$ cat src/rtl/risc_v_mc_pkg.sv
// Shared opcodes, FSM states and ALU codes for the multi-cycle core.
package risc_v_mc_pkg;

    localparam logic [6:0] OP     = 7'b0110011;
    localparam logic [6:0] OP_IMM = 7'b0010011;
    localparam logic [6:0] LUI    = 7'b0110111;
    localparam logic [6:0] LOAD   = 7'b0000011;
    localparam logic [6:0] STORE  = 7'b0100011;
    localparam logic [6:0] BRANCH = 7'b1100011;
    localparam logic [6:0] JAL    = 7'b1101111;
    localparam logic [6:0] JALR   = 7'b1100111;

    typedef enum logic [2:0] {
        FETCH,
        DECODE,
        EXECUTE,
        MEM,
        WRITEBACK,
        TRAP
    } state_e;

    typedef enum logic [2:0] {
        ALU_ADD,
        ALU_SUB,
        ALU_AND,
        ALU_OR,
        ALU_SLT
    } alu_op_e;

endpackage

$ cat src/rtl/risc_v_mc_regfile.sv
// Register file: two async reads, one sync write, x0 hardwired to zero.
module risc_v_mc_regfile
    import risc_v_mc_pkg::*;
#(
    parameter int NUM_REGS = 32,
    parameter int XLEN     = 32
) (
    input  logic            clk,
    input  logic            rst_n,
    input  logic [4:0]      raddr1,
    input  logic [4:0]      raddr2,
    output logic [XLEN-1:0] rdata1,
    output logic [XLEN-1:0] rdata2,
    input  logic            we,
    input  logic [4:0]      waddr,
    input  logic [XLEN-1:0] wdata
);

    logic [XLEN-1:0] regs [1:NUM_REGS-1];

    always_ff @(posedge clk or negedge rst_n) begin
        if (!rst_n) begin
            for (int i = 1; i < NUM_REGS; i++)
                regs[i] <= '0;
        end else if (we) begin
            for (int i = 1; i < NUM_REGS; i++)
                if (waddr == 5'(i))
                    regs[i] <= wdata;
        end
    end

    always_comb begin
        rdata1 = '0;
        rdata2 = '0;
        for (int i = 1; i < NUM_REGS; i++) begin
            if (raddr1 == 5'(i))
                rdata1 = regs[i];
            if (raddr2 == 5'(i))
                rdata2 = regs[i];
        end
    end

endmodule

$ cat src/rtl/risc_v_multi_cycle.sv
// Multi-cycle RV32I/RV32E-subset core sharing one req/ready memory port.
module risc_v_multi_cycle
    import risc_v_mc_pkg::*;
#(
    parameter int          XLEN     = 32,
    parameter int          NUM_REGS = 32,
    parameter logic [31:0] RESET_PC = 32'h0000_0000
) (
    input  logic            clk,
    input  logic            reset,
    output logic            mem_req_o,
    output logic            mem_we_o,
    output logic [XLEN-1:0] mem_addr_o,
    output logic [XLEN-1:0] mem_wdata_o,
    input  logic [XLEN-1:0] mem_rdata_i,
    input  logic            mem_ready_i,
    output logic            retire_o,
    output logic [XLEN-1:0] wb_data_o,
    output logic [XLEN-1:0] pc_o,
    output logic            trap_o
);

    if (XLEN != 32) begin : g_bad_xlen
        $error("risc_v_multi_cycle: XLEN must be 32");
    end
    if (NUM_REGS != 16 && NUM_REGS != 32) begin : g_bad_regs
        $error("risc_v_multi_cycle: NUM_REGS must be 16 or 32");
    end

    state_e          state, state_nx;
    logic [XLEN-1:0] pc, pc_nx, ir, a, b, imm, alu_out, mdr;
    logic [XLEN-1:0] rs1_val, rs2_val, imm_nx;
    logic [XLEN-1:0] op_a, op_b, alu_res, wb_val, addr;
    logic [6:0]      opcode, f7;
    logic [4:0]      rd, rs1, rs2;
    logic [2:0]      f3;
    logic            is_op, is_op_imm, is_lui, is_load, is_store;
    logic            is_branch, is_jal, is_jalr;
    logic            legal, use_rs1, use_rs2, use_rd, bad_reg;
    logic            req, we, rf_we, retire, taken;
    alu_op_e         alu_op;

    assign opcode = ir[6:0];
    assign rd     = ir[11:7];
    assign f3     = ir[14:12];
    assign rs1    = ir[19:15];
    assign rs2    = ir[24:20];
    assign f7     = ir[31:25];

    assign is_op     = opcode == OP;
    assign is_op_imm = opcode == OP_IMM;
    assign is_lui    = opcode == LUI;
    assign is_load   = opcode == LOAD;
    assign is_store  = opcode == STORE;
    assign is_branch = opcode == BRANCH;
    assign is_jal    = opcode == JAL;
    assign is_jalr   = opcode == JALR;

    function automatic logic out_of_range(logic [4:0] r);
        return int'(r) >= NUM_REGS;
    endfunction

    always_comb begin
        legal   = 1'b0;
        use_rs1 = 1'b1;
        use_rs2 = 1'b0;
        use_rd  = 1'b1;
        imm_nx  = {{20{ir[31]}}, ir[31:20]};
        unique case (opcode)
            OP: begin
                legal = (f7 == 7'b0 && f3 inside {3'b000, 3'b111, 3'b110, 3'b010})
                     || (f7 == 7'b0100000 && f3 == 3'b000);
                use_rs2 = 1'b1;
            end
            OP_IMM: legal = f3 inside {3'b000, 3'b111, 3'b110, 3'b010};
            LUI: begin
                legal   = 1'b1;
                use_rs1 = 1'b0;
                imm_nx  = {ir[31:12], 12'b0};
            end
            LOAD: legal = f3 == 3'b010;
            STORE: begin
                legal   = f3 == 3'b010;
                use_rs2 = 1'b1;
                use_rd  = 1'b0;
                imm_nx  = {{20{ir[31]}}, ir[31:25], ir[11:7]};
            end
            BRANCH: begin
                legal   = f3 == 3'b000 || f3 == 3'b001;
                use_rs2 = 1'b1;
                use_rd  = 1'b0;
                imm_nx  = {{19{ir[31]}}, ir[31], ir[7], ir[30:25], ir[11:8], 1'b0};
            end
            JAL: begin
                legal   = 1'b1;
                use_rs1 = 1'b0;
                imm_nx  = {{11{ir[31]}}, ir[31], ir[19:12], ir[20], ir[30:21], 1'b0};
            end
            JALR: legal = f3 == 3'b000;
            default: legal = 1'b0;
        endcase
    end

    assign bad_reg = (use_rs1 && out_of_range(rs1))
                  || (use_rs2 && out_of_range(rs2))
                  || (use_rd && out_of_range(rd));

    always_comb begin
        alu_op = ALU_ADD;
        if (is_op || is_op_imm) begin
            unique case (1'b1)
                f3 == 3'b111:                       alu_op = ALU_AND;
                f3 == 3'b110:                       alu_op = ALU_OR;
                f3 == 3'b010:                       alu_op = ALU_SLT;
                is_op && f7[5] && f3 == 3'b000:     alu_op = ALU_SUB;
                default:                            alu_op = ALU_ADD;
            endcase
        end
    end

    // Jumps reuse the adder to form the link value pc + 4.
    assign op_a = (is_jal || is_jalr) ? pc : (is_lui ? '0 : a);
    assign op_b = is_op ? b : ((is_jal || is_jalr) ? 32'd4 : imm);

    always_comb begin
        unique case (alu_op)
            ALU_SUB: alu_res = op_a - op_b;
            ALU_AND: alu_res = op_a & op_b;
            ALU_OR:  alu_res = op_a | op_b;
            ALU_SLT: alu_res = {{(XLEN-1){1'b0}}, $signed(op_a) < $signed(op_b)};
            default: alu_res = op_a + op_b;
        endcase
    end

    assign taken = (a == b) ^ f3[0];

    always_comb begin
        state_nx = state;
        pc_nx    = pc;
        req      = 1'b0;
        we       = 1'b0;
        addr     = '0;
        rf_we    = 1'b0;
        retire   = 1'b0;
        wb_val   = '0;
        unique case (state)
            FETCH: begin
                if (pc[1:0] != 2'b00) begin
                    state_nx = TRAP;
                end else begin
                    req  = 1'b1;
                    addr = {pc[XLEN-1:2], 2'b00};
                    if (mem_ready_i)
                        state_nx = DECODE;
                end
            end
            DECODE: state_nx = (!legal || bad_reg) ? TRAP : EXECUTE;
            EXECUTE: begin
                if (is_load || is_store) begin
                    state_nx = (alu_res[1:0] != 2'b00) ? TRAP : MEM;
                end else if (is_branch) begin
                    pc_nx    = taken ? pc + imm : pc + 32'd4;
                    retire   = 1'b1;
                    state_nx = FETCH;
                end else begin
                    state_nx = WRITEBACK;
                end
            end
            MEM: begin
                req  = 1'b1;
                we   = is_store;
                addr = {alu_out[XLEN-1:2], 2'b00};
                if (mem_ready_i) begin
                    if (is_store) begin
                        retire   = 1'b1;
                        pc_nx    = pc + 32'd4;
                        state_nx = FETCH;
                    end else begin
                        state_nx = WRITEBACK;
                    end
                end
            end
            WRITEBACK: begin
                rf_we    = 1'b1;
                retire   = 1'b1;
                wb_val   = is_load ? mdr : alu_out;
                state_nx = FETCH;
                if (is_jal)
                    pc_nx = pc + imm;
                else if (is_jalr)
                    pc_nx = (a + imm) & ~32'h1;
                else
                    pc_nx = pc + 32'd4;
            end
            TRAP: state_nx = TRAP;
            default: state_nx = TRAP;
        endcase
    end

    always_ff @(posedge clk or negedge reset) begin
        if (!reset) begin
            state   <= FETCH;
            pc      <= RESET_PC;
            ir      <= '0;
            a       <= '0;
            b       <= '0;
            imm     <= '0;
            alu_out <= '0;
            mdr     <= '0;
        end else begin
            state <= state_nx;
            pc    <= pc_nx;
            if (state == FETCH && mem_ready_i)
                ir <= mem_rdata_i;
            if (state == DECODE) begin
                a   <= rs1_val;
                b   <= rs2_val;
                imm <= imm_nx;
            end
            if (state == EXECUTE)
                alu_out <= alu_res;
            if (state == MEM && mem_ready_i && is_load)
                mdr <= mem_rdata_i;
        end
    end

    risc_v_mc_regfile #(
        .NUM_REGS (NUM_REGS),
        .XLEN     (XLEN)
    ) u_regfile (
        .clk    (clk),
        .rst_n  (reset),
        .raddr1 (rs1),
        .raddr2 (rs2),
        .rdata1 (rs1_val),
        .rdata2 (rs2_val),
        .we     (rf_we),
        .waddr  (rd),
        .wdata  (wb_val)
    );

    // Gating with reset drops the request the instant reset asserts.
    assign mem_req_o   = req & reset;
    assign mem_we_o    = we & reset;
    assign mem_addr_o  = addr;
    assign mem_wdata_o = (state == MEM && is_store) ? b : '0;
    assign retire_o    = retire;
    assign wb_data_o   = wb_val;
    assign pc_o        = pc;
    assign trap_o      = state == TRAP;

endmodule

$ cat config.mk
export PLATFORM = sky130hd
export DESIGN_NAME = risc_v_multi_cycle
export DESIGN_NICKNAME = d
export VERILOG_FILES = /design/src/rtl/risc_v_mc_pkg.sv /design/src/rtl/risc_v_mc_regfile.sv /design/src/rtl/risc_v_multi_cycle.sv
export SDC_FILE = /design/constraint.sdc
export NUM_CORES = 2
export LEC_CHECK = 0
export BUFFER_PORTS_ARGS = -buffer_cell sky130_fd_sc_hd__clkbuf_2
export CAP_MARGIN = 30
export CELL_PAD_IN_SITES_DETAIL_PLACEMENT = 2
export CELL_PAD_IN_SITES_GLOBAL_PLACEMENT = 2
export CORE_ASPECT_RATIO = 1.75
export CORE_MARGIN = 10
export CORE_UTILIZATION = 43
export DETAILED_ROUTE_END_ITERATION = 6
export PLACE_DENSITY_LB_ADDON = 0.1
export SETUP_SLACK_MARGIN = 0.4
export SYNTH_ARGS = -nofsm -noshare
export SYNTH_HDL_FRONTEND = slang
export SYNTH_SLANG_ARGS = --single-unit
$ cat constraint.sdc
create_clock -name clk -period 9.5 [get_ports clk]
set_input_delay 1.425 -clock clk [delete_from_list [all_inputs] [get_ports clk]]
set_output_delay 1.425 -clock clk [all_outputs]
set_load 0.05 [all_outputs]
==> results.txt <==
Clock tree synthesis selected as its root buffer the cell sky130_fd_sc_hd__clkbuf_16. The sequential fraction of design power is between 20 and 30%. The floorplan row count is between 150 and 200. For this run, asynchronously set or reset flops after synthesis account for between 90% and 100%. The wire length after detailed routing came out at 406,000 um. The effective utilization at floorplan came out at between 40% and 50%. At the worst endpoint, the arrival time is between 4 and 5 ns.

Each instance of the synthesized netlist takes up on average between 8 and 9 um^2. The post-CTS resize count came out at 0. The endpoint required time on the critical path came out at between 8 and 9 ns.

The number of antenna violations at the first check in global routing is 37. Routability-driven placement finished with a final weighted congestion of roughly 1.0. By area, the combinational part of the netlist is dominated by compound AO/OA/AOI/OAI gates. The TritonCTS clock tree is yes. Summing the areas of all compound-gate instances in the mapped netlist gives roughly 28% of the synthesized area. The slowest stage of the critical path belongs to the cell sky130_fd_sc_hd__mux2_1. The number of setup buffers added after CTS is 0. STA classifies the critical path startpoint as a flop.

The net load switching power is approximately 14 mW. The area growth from synthesis to layout is 11.4%. Leaving out fill and tap cells, the most frequent cell in the layout is sky130_fd_sc_hd__nand2_1.

The number of antenna-violating nets in the routed design came out at 0. The post-synthesis share of cell area spent on xor and xnor gates is 1.39%. The total design power is 26.6 mW. The critical path is of the flop to output port type.

For this run, the post-layout net count is ~8,000. The smallest clock period supported by the final layout is computed as 6.28 ns. The combined buffer and inverter count along the critical path is 4. The signal on the critical path passes through nand4bb_1, or3_1, nor2_4, buf_4, mux2_1, nand2_1, buf_4, inv_1, clkbuf_2. For this run the aggregate overflow at the end of global routing stands at 0. The worst-case IR drop observed on VDD is 0.000235 V. The type of element capturing the critical path is an output port.

The die outline width came out at approximately 320 um. The worst slew margin relative to its limit is between 20% and 30%. The clock network accounts for about a fifth of the total power. The average wire per standard cell came out at ~40 um. Across the routed clock network, the largest skew measured is a little over 0.04 ns.

The max capacitance violation total came out at 0. The number of I/O port buffers is 164. The core area came out at 158,000 um^2. The die height is roughly 550 um. The max-slew violation count came out at 0.

The number of global-route vias before repair came to about 79,000. At the later pin of the worst-skew pair, clock insertion delay measures about 0.81 ns. The hold-fix buffer count after cts came out at 0. The maximum clock frequency is 159 MHz. The total via count in the routed design is ~73,000. The post-detailed-route via-to-cell ratio came out at about 7. The maximum net fanout on the critical path came out at 33.

The total track usage is ~45%. The synthesized netlist occupies a cell area of approximately 70,000 um^2. Of the cells placed in the final design, the portion with a size suffix greater than 1 is 10.6%. The first TritonRoute pass finished after 7 iterations. The total I/O pin count is around 170.

The post-placement worst setup slack came out at 3.35 ns. In this run, the number of DRC markers left after iteration 0 of detailed routing was 7,443. The clock buffer count from CTS is 120.

The HPWL after detailed placement is approximately 280,000 um. The largest net degree at the start of global routing came out at 183. The CTS H-tree depth came out at 3. The basic-gate share of the synthesized area counting and, or, nand and nor cells is 15.7%. The end-of-flow core utilization is 48.1%. The number of remaining DRC errors is 24. The largest stage delay on the critical path came out at 0.81 ns. The post-route setup TNS is 0 ns.

sky130_fd_sc_hd__dfrtp_1 takes more of the synthesized area than any other cell. The part of the power in combinational logic came out at between 50% and 60%. Of the total power, the share spent switching nets is between 50 and 60%. For this run, the leading register cell type out of synthesis is sky130_fd_sc_hd__dfrtp_1.

The number of synthesized register bits came out at around 1,200. The flow ran to the end, but the final reports show violations. The clock sink count is roughly 1,200.

The final period utilization came out at ~66%. The reported leakage power came out at approximately 33 nW. The final reports fail on design-rule violations. Clock-pin slew was measured on the worst setup and hold paths at about 0.070 ns. The global-route wire length before repair is between 500,000 and 600,000 um. Counting stages on the worst path, the most repeated cell is sky130_fd_sc_hd__buf_4. Synthesis produced between 8,000 and 9,000 cells.

Counting flops with a built-in enable in the synthesized netlist gives 0. On the critical path the largest part of the delay comes from simple AND/OR/NAND/NOR gates. The share of synthesized area spent on multiplexers is under 10%. Yosys attributes the largest share of cell area to sky130_fd_sc_hd__dfrtp_1, sky130_fd_sc_hd__o21ai_0, sky130_fd_sc_hd__nand2_1, sky130_fd_sc_hd__clkbuf_1, sky130_fd_sc_hd__ha_1.

The final number of hold-violating endpoints was 0. The number of buffers on the longest clock path is 3. The number of setup violations in the final report came out at 0. The overall die area came out at around 180,000 um^2.

The count of distinct cell types in the synthesized netlist came out at 96. After synthesis, flip-flops and latches occupy around 45% of the total area. The pin slew with the least headroom to its limit is roughly 1.2 ns. The area share of fa/ha/maj cells after synthesis is 3.02%. The worst hold-check slack is just over 0.5 ns. The path class of the tightest hold or removal check is flop to flop.

The internal portion of the total power is 12.6 mW. The area share of the largest cell type after synthesis is around 45%. The power density over the cells is about 350 nW/um^2.

Leaving out fill and tap cells, the most frequent cells in the layout are sky130_fd_sc_hd__nand2_1, sky130_fd_sc_hd__o21ai_0, sky130_fd_sc_hd__dfrtp_1. The final worst-path setup slack is ~3.2 ns. Setup repair after global routing left no endpoint under its margin. For this run, the number of Yosys warnings is 0.
[worst register-to-register path, delay by kind of cell (launching register included)]
family	cells	cell delay, ns
compound gates	10	3.07
fa+ha+maj	1	0.30
flops	1	0.72
simple gates	5	1.63
buf+inv	1	0.38
[metrics by stage]
stage | instances | area [um^2]
floorplan | 8062 | 68200
global placement | 9846 | 71300
detailed placement | 9857 | 71500
CTS | 10086 | 75600
global route | 10099 | 75900
finish | 10120 | 75900
[power groups by stage]
| stage | sequential (mW) | combinational (mW) | clock, mW |
|---|---|---|---|
| after global placement | 7.36 | 12.6 | 0 |
| final | 7.46 | 13.9 | 5.21 |
| after global routing | 7.37 | 14.5 | 5.41 |
| after CTS | 7.32 | 13.3 | 5.21 |
| after floorplan | 6.58 | 7.46 | 0 |
| after detailed placement | 7.40 | 13.1 | 0 |
[cell type report]
class	count	area, um^2
Tap cell	2047	2560
Clock buffer	178	3590
Inverter	157	589
Fill cell	17200	82000
Clock inverter	51	549
Timing Repair Buffer	437	3200
Multi-Input combinational cell	6008	34800
Antenna cell	23	57.6
Sequential cell	1219	30500
[routing by layer]
metal	wire length (um)	track usage, %
met5	65	0
met4	54900	51.8
met3	29900	10.8
met2	193000	74.7
met1	129000	43.5
[kinds of logic after synthesis]
family                   after synthesis
AND/OR/NAND/NOR                     2518
AO/OA/AOI/OAI                       3052
buffers and inverters                835
adder cells (fa/ha/maj)              162
XOR/XNOR                             108
other                                  1
flip-flops                          1219
multiplexers                         166
[synth_stat cells (all sizes together) (14+ instances only)]
master and n:
buf 69, a21oi 372, o211ai 25, clkbuf 609
mux2 100, o22a 36, nor4 23, and3 28
a2bb2oi 27, a22oi 177, o31ai 14, a22o 72
ha 158, nand3b 16, xor2 65, dfrtp 1219
nor2b 35, o21a 19, a222oi 107, o21ai 1476
or3 22, a21o 38, nor3b 21, inv 155
nor3 130, a2111oi 15, nand3 135, a221o 26
a221oi 119, o22ai 244, o221ai 66, o21bai 22
and2 49, mux2i 66, o2111ai 25, nand2 1479
xnor2 43, nor2 452, a211oi 49, nand2b 29
a31oi 33, nand4 62
[sequential cells by signal (all words and copies together) (netlist names)]
register / flops
a: 32
u_regfile.regs: 992
state: 3
alu_out: 32
imm: 32
b: 32
mdr: 32
ir: 32
pc_o: 32
[final timing paths]
kind	slack, ns	startpoint	to	depth (start not counted)
hold / removal	0.50	u_regfile.regs[286]$_DFFE_PN0P_	u_regfile.regs[286]$_DFFE_PN0P_	2
setup / recovery	3.22	ir[3]$_DFFE_PN0P_	wb_data_o[15]	9
hold reg to reg	0.50	u_regfile.regs[286]$_DFFE_PN0P_	u_regfile.regs[286]$_DFFE_PN0P_	2
max in group asynchronous	6.18	reset	u_regfile.regs[404]$_DFFE_PN0P_	5
setup reg to reg	3.29	ir[3]$_DFFE_PN0P_	alu_out[31]$_DFFE_PN0P_	17
min in group asynchronous	0.57	reset	u_regfile.regs[818]$_DFFE_PN0P_	1
Note: power is estimated with default switching activity, not from simulation.
